## src/rtl/alu_div_pkg.sv

```systemverilog
// alu_div_pkg -- shared state encoding and width constants for the DIV/IDIV engine.
// Rev 1.0
`default_nettype none

package alu_div_pkg;

  typedef enum logic [2:0] {
    IDLE  = 3'd0,
    PREP  = 3'd1,
    ITER  = 3'd2,
    FIXUP = 3'd3,
    DONE  = 3'd4
  } state_t;

  localparam int N_BYTE = 8;
  localparam int N_WORD = 16;

  localparam logic [15:0] MIN_NEG_BYTE = 16'h0080;
  localparam logic [15:0] MIN_NEG_WORD = 16'h8000;

endpackage

`default_nettype wire

```

## src/rtl/alu_div_step.sv

```systemverilog
// alu_div_step -- one combinational non-restoring division step.
// Rev 1.0
`default_nettype none

module alu_div_step
  import alu_div_pkg::*;
(
  input  logic [N_WORD:0]   pr,
  input  logic              shift_in,
  input  logic [N_WORD-1:0] dvs,
  input  logic              byte_word,
  output logic [N_WORD:0]   pr_next,
  output logic              q_bit
);

  logic [N_WORD+1:0] shifted;
  logic [N_WORD+1:0] res;

  // 2*pr+bit needs one guard bit above the stored partial remainder before the add/subtract.
  always_comb begin
    shifted = {pr, shift_in};
    res     = pr[N_WORD] ? (shifted + {2'b00, dvs}) : (shifted - {2'b00, dvs});
    pr_next = byte_word ? res[N_WORD:0]
                        : {{(N_WORD - N_BYTE){res[N_BYTE]}}, res[N_BYTE:0]};
    q_bit   = ~res[N_WORD+1];
  end

endmodule

`default_nettype wire

```

## src/rtl/alu_div.sv

```systemverilog
// alu_div -- sequential non-restoring DIV/IDIV engine for the 8088 execution unit.
// Rev 1.0
`default_nettype none

module alu_div
  import alu_div_pkg::*;
#(
  parameter int SIGNED_MIN_ERR = 1
) (
  input  logic        CLKx4,
  input  logic        RESETn,
  input  logic        start,
  input  logic        byteWord,
  input  logic        signedOp,
  input  logic [31:0] dividend,
  input  logic [15:0] divisor,
  output logic        busy,
  output logic        done,
  output logic        divideError,
  output logic [15:0] quotient,
  output logic [15:0] remainder
);

  state_t      state, state_next;
  logic        bw, sg, dvd_neg_flag, quo_neg_flag;
  logic [31:0] dvd;
  logic [15:0] dvs;
  logic [16:0] pr;
  logic [15:0] quo_acc;
  logic [4:0]  cnt;

  logic        dvd_sign, dvs_sign, prep_err;
  logic [31:0] dvd_mag;
  logic [15:0] dvs_abs, dvs_mag, hi_mag, lo_mag;
  logic [15:0] rem_mag, quo_mag, quo_neg, rem_neg, quo_out, rem_out, min_neg;
  logic        range_err;
  logic [16:0] pr_next;
  logic        q_bit;

  alu_div_step u_step (
    .pr        (pr),
    .shift_in  (bw ? quo_acc[15] : quo_acc[7]),
    .dvs       (dvs),
    .byte_word (bw),
    .pr_next   (pr_next),
    .q_bit     (q_bit)
  );

  // Magnitudes and overflow precheck, meaningful while in PREP on the raw captured operands.
  always_comb begin
    dvd_sign = sg & (bw ? dvd[31] : dvd[15]);
    dvs_sign = sg & (bw ? dvs[15] : dvs[7]);
    dvd_mag  = dvd_sign ? -dvd : dvd;
    dvs_abs  = dvs_sign ? -dvs : dvs;
    dvs_mag  = bw ? dvs_abs : {8'h00, dvs_abs[7:0]};
    hi_mag   = bw ? dvd_mag[31:16] : {8'h00, dvd_mag[15:8]};
    lo_mag   = bw ? dvd_mag[15:0]  : {8'h00, dvd_mag[7:0]};
    prep_err = (dvs_mag == 16'h0000) || (hi_mag >= dvs_mag);
  end

  always_comb begin
    rem_mag = pr[16] ? (pr[15:0] + dvs) : pr[15:0];
    quo_mag = bw ? quo_acc : {8'h00, quo_acc[7:0]};
    quo_neg = -quo_mag;
    rem_neg = -rem_mag;
    quo_out = quo_neg_flag ? quo_neg : quo_mag;
    rem_out = dvd_neg_flag ? rem_neg : rem_mag;
    if (!bw) begin
      quo_out[15:8] = 8'h00;
      rem_out[15:8] = 8'h00;
    end
    min_neg   = bw ? MIN_NEG_WORD : MIN_NEG_BYTE;
    range_err = sg && ((quo_mag > min_neg) ||
                       ((quo_mag == min_neg) && ((SIGNED_MIN_ERR != 0) || !quo_neg_flag)));
  end

  always_ff @(posedge CLKx4 or negedge RESETn) begin
    if (!RESETn) state <= IDLE;
    else         state <= state_next;
  end

  always_comb begin
    state_next = state;
    busy       = 1'b0;
    done       = 1'b0;
    case (state)
      IDLE:  if (start) state_next = PREP;
      PREP:  begin
        busy       = 1'b1;
        state_next = prep_err ? DONE : ITER;
      end
      ITER:  begin
        busy = 1'b1;
        if (cnt == 5'd1) state_next = FIXUP;
      end
      FIXUP: begin
        busy       = 1'b1;
        state_next = DONE;
      end
      DONE:  begin
        done       = 1'b1;
        state_next = IDLE;
      end
      default: state_next = IDLE;
    endcase
  end

  always_ff @(posedge CLKx4 or negedge RESETn) begin
    if (!RESETn) begin
      bw           <= 1'b0;
      sg           <= 1'b0;
      dvd          <= '0;
      dvs          <= '0;
      pr           <= '0;
      quo_acc      <= '0;
      cnt          <= '0;
      dvd_neg_flag <= 1'b0;
      quo_neg_flag <= 1'b0;
      divideError  <= 1'b0;
      quotient     <= '0;
      remainder    <= '0;
    end else begin
      case (state)
        IDLE: if (start) begin
          bw          <= byteWord;
          sg          <= signedOp;
          dvd         <= byteWord ? dividend : {16'h0000, dividend[15:0]};
          dvs         <= byteWord ? divisor  : {8'h00, divisor[7:0]};
          divideError <= 1'b0;
        end
        PREP: begin
          dvd_neg_flag <= dvd_sign;
          quo_neg_flag <= dvd_sign ^ dvs_sign;
          if (prep_err) begin
            divideError <= 1'b1;
          end else begin
            pr      <= {1'b0, hi_mag};
            quo_acc <= lo_mag;
            dvs     <= dvs_mag;
            cnt     <= bw ? 5'(N_WORD) : 5'(N_BYTE);
          end
        end
        ITER: begin
          pr      <= pr_next;
          quo_acc <= {quo_acc[14:0], q_bit};
          cnt     <= cnt - 5'd1;
        end
        FIXUP: begin
          if (range_err) begin
            divideError <= 1'b1;
          end else begin
            quotient  <= quo_out;
            remainder <= rem_out;
          end
        end
        default: ;
      endcase
    end
  end

endmodule

`default_nettype wire

```

## config.mk

```make
export PLATFORM = sky130hd
export DESIGN_NAME = alu_div
export DESIGN_NICKNAME = d
export VERILOG_FILES = /design/src/rtl/alu_div_pkg.sv /design/src/rtl/alu_div_step.sv /design/src/rtl/alu_div.sv
export SDC_FILE = /design/constraint.sdc
export NUM_CORES = 1
export LEC_CHECK = 0
export BUFFER_PORTS_ARGS = -buffer_cell sky130_fd_sc_hd__buf_2
export CAP_MARGIN = 40
export CORE_MARGIN = 3
export CORE_UTILIZATION = 60
export CTS_BUF_LIST = sky130_fd_sc_hd__clkbuf_8
export DETAILED_ROUTE_END_ITERATION = 12
export PLACE_DENSITY = 0.82
export SETUP_SLACK_MARGIN = 0.4
export SLEW_MARGIN = 15
export SYNTH_ARGS = -nofsm -noshare
export SYNTH_HDL_FRONTEND = slang
export SYNTH_SLANG_ARGS = --single-unit
```

## constraint.sdc

```tcl
create_clock -name CLKx4 -period 4.8 [get_ports CLKx4]
set_input_delay 0.48 -clock CLKx4 [delete_from_list [all_inputs] [get_ports CLKx4]]
set_output_delay 0.48 -clock CLKx4 [all_outputs]
set_load 0.01 [all_outputs]
```

==> qor.yml <==
drt_pass1_iterations: 5
grt_pass1_wl_mm: 40.3
async_flop_share: 1.00
slew_headroom: 0.306
crit_chain: "or4_4, or3_4, nor3_4, buf_4, nand2_1, o41ai_2, xor2_1, mux2i_1, ha_1, and2_1, nor3_1, o21ai_1, a21oi_2, o211a_4, bufbuf_16, mux2i_1, o21ai_0"
crit_type: "reg2reg"
fp.dieH_um: 132
holdWs_ns: 0.224
ant_nets: 0
final-hold-violation-count: 0
skew_ns: 0.00989
initial_core_util: 0.622
cts_root_buf: "clkbuf_8"
area_growth_pct: 12.4
hold_class: "in2reg"
finalCritPeriodShare: 0.905
hold_path_depth: 3
path_depth: 17
grt_remaining_overflow: 0
r2r_cells: 17
crit_path_frequent_cell: "mux2i_1"
grt_max_degree: 56
fill_cells: 1231
wl_met3_mm: 2.11
cts_tree: "built"
period_needed_ns: 4.34
critical-path-max-stage-delay_ns: 0.55
drv_slew: 0
clk_latency_ns: 0.45
ios: 88
core-area_mm2: 0.0154
h-tree-depth: 4
cap_violations: 0
nNetsFinal: 1335
clk_path_buf_depth: 2
dieWidth_um: 132
finalSetupViolCount: 0
synth_cell_type_count: 72
seq_area_frac_synth: 0.330
worst_pin_slew_ns: 1.04
vias: 8794
syn_avg_cell_area_um2: 8.28
fmax_mhz: 230
ys_ff_latch: 126
antenna_found_initial: 0
clk_pin_slew_ns: 0.07
routed.top_layer: "met4"
drc: 0
avgRoutedWirePerCell_um: 17.4
via_per_inst: 6.08
drt_iter0_markers: 774
wirelength_mm: 25.2
status: "finished, final reports clean"
dr_wl_met2_mm: 11.1
drive_gt1_frac: 0.157
die_area_mm2: 0.0175
cp.required_ns: 5.13
cp_top_family: "simple AND/OR/NAND/NOR gates"
drt-met1-wl_mm: 11.2
numCtsBuffers: 17
gr-usage-all-layers: 0.282
cts_sinks: 126
crit_path_end_kind: "register"
gp_congestion: 0.920
cp_data_arrival_time_ns: 4.67
grt_pass1_vias: 8086
critPathBufInv: 2
synth_edf_count: 0
slowest_stage: "or4_4"
num_rows: 45
syn_area_mm2: 0.00956
place_hpwl_mm: 18.4
rsz0062_at_grt: "true"
diodes: 0
crit_fanout: 14
io_buffers: 87
synth-main-ff-cell: "dfrtp_1"
worstSetupStartpointType: "register"
syn_nets: 1264
fin_util: 0.699
finalSetupTns_ns: 0
syn-instance-count: 1154
synth_warnings: 0
==> cells in the final DEF (no fill, tap or decap), types with 5 or more instances in the layout <==
cell	count
nand2_1	191
dfrtp_1	126
o21ai_0	87
buf_2	86
nor2_1	83
a21oi_1	73
ha_1	55
xnor2_1	49
xor2_1	49
inv_1	36
nand3_1	35
mux2i_1	32
nor3_1	30
buf_4	27
a21o_1	24
clkbuf_8	20
a31oi_1	16
o31ai_1	15
or3_1	14
a211oi_2	13
and2_1	10
and3_1	9
nand2b_1	8
o21a_1	8
nor2b_1	6
o211ai_1	6
nand3b_1	6
o21bai_1	6
a211oi_1	6
nor4_1	5
mux2_2	5
o2bb2ai_1	5
==> registers in the layout, indices dropped and copies added (netlist names) <==
register	count
bw	1
dvs	16
quo_neg_flag	1
pr	17
sg	1
dvd	32
quotient	16
cnt	5
divideError	1
remainder	16
quo_acc	16
state	3
dvd_neg_flag	1
==> metrics by stage <==
stage | cell area [um^2] | worst slack [ns] | instances
floorplan | 9560 | 0.586 | 1154
global placement | 10100 | 0.265 | 1407
detailed placement | 10200 | 0.113 | 1408
CTS | 10600 | 0.418 | 1443
global route | 10700 | 0.298 | 1447
finish | 10700 | 0.456 | 1447
==> worst min-delay path, stage by stage <==
cell	delay, ns
buf_2	0.07
nand2_1	0.04
nand2_1	0.04
==> worst paths after layout <==
check	from	endpoint	slack, ns
worst min-delay path	dividend[8]	dvd[8]	0.22
max in group asynchronous	RESETn	dvd[29]	3.28
min in group asynchronous	RESETn	remainder[10]	0.53
worst min register to register	remainder[9]	remainder[9]	0.47
worst max register to register	dvd[9]	quo_acc[14]	0.46
worst max-delay path	dvd[9]	quo_acc[14]	0.46
==> cell type report <==
class                           count  area, um^2  area share
Clock inverter                     10         115      0.0107
Multi-Input combinational cell    928        6080       0.566
Tap cell                          211         264      0.0246
Inverter                           34         128      0.0119
Clock buffer                       20         275      0.0256
Timing Repair Buffer              118         722      0.0672
Sequential cell                   126        3150       0.294
==> cells in the mapped netlist, drive strengths merged, types with 3 or more instances <==
library cell	instances	share of area
xor2	49	0.045
o41ai	7	0.0080
nand3b	6	0.0047
mux2i	32	0.034
clkbuf	44	0.017
dfrtp	126	0.33
nand2	191	0.075
a2111o	4	0.0047
nand2b	8	0.0052
a21o	24	0.019
o31ai	15	0.012
or3	16	0.011
nor4	7	0.0052
nor3	34	0.018
a211o	4	0.0037
and2	11	0.0072
a31oi	16	0.010
o21a	8	0.0063
nor2	84	0.033
inv	34	0.013
o21bai	6	0.0047
a21oi	74	0.039
o21ai	91	0.048
or2	4	0.0026
a211oi	19	0.021
o2bb2ai	5	0.0046
nand3	36	0.019
a22o	3	0.0027
o211ai	6	0.0047
ha	55	0.072
nor2b	6	0.0039
buf	22	0.014
and3	9	0.0059
o221a	3	0.0035
a41oi	3	0.0027
mux2	5	0.0059
xnor2	49	0.045
or4	4	0.0031
==> repair_timing <==
action / in CTS / in global routing
pin swaps: 2 / 7
gates cloned: 1 / 0
buffers inserted: 3 / 4
hold buffers: 1 / 0
endpoints found under the setup margin: 47 / 55
hold endpoints to repair: 33 / 0
resized for setup: 6 / 13
==> kinds of logic after synthesis <==
| logic type | synth area share |
|---|---|
| fa+ha+maj | 0.0762 |
| mux | 0.0394 |
| xor+xnor | 0.0923 |
| simple gates | 0.201 |
| buf+inv | 0.0448 |
| flops | 0.330 |
| compound gates | 0.216 |
==> routing by layer <==
metal / GRT usage / vias up
met1: 0.410 / 4076
li1: - / 4252
met5: 0 / -
met2: 0.422 / 403
met4: 0.107 / 0
met3: 0.0531 / 63
Power is left out: the tool's default activity adds up to more than one toggle a clock period on the data nets, which glitch-free logic cannot reach.
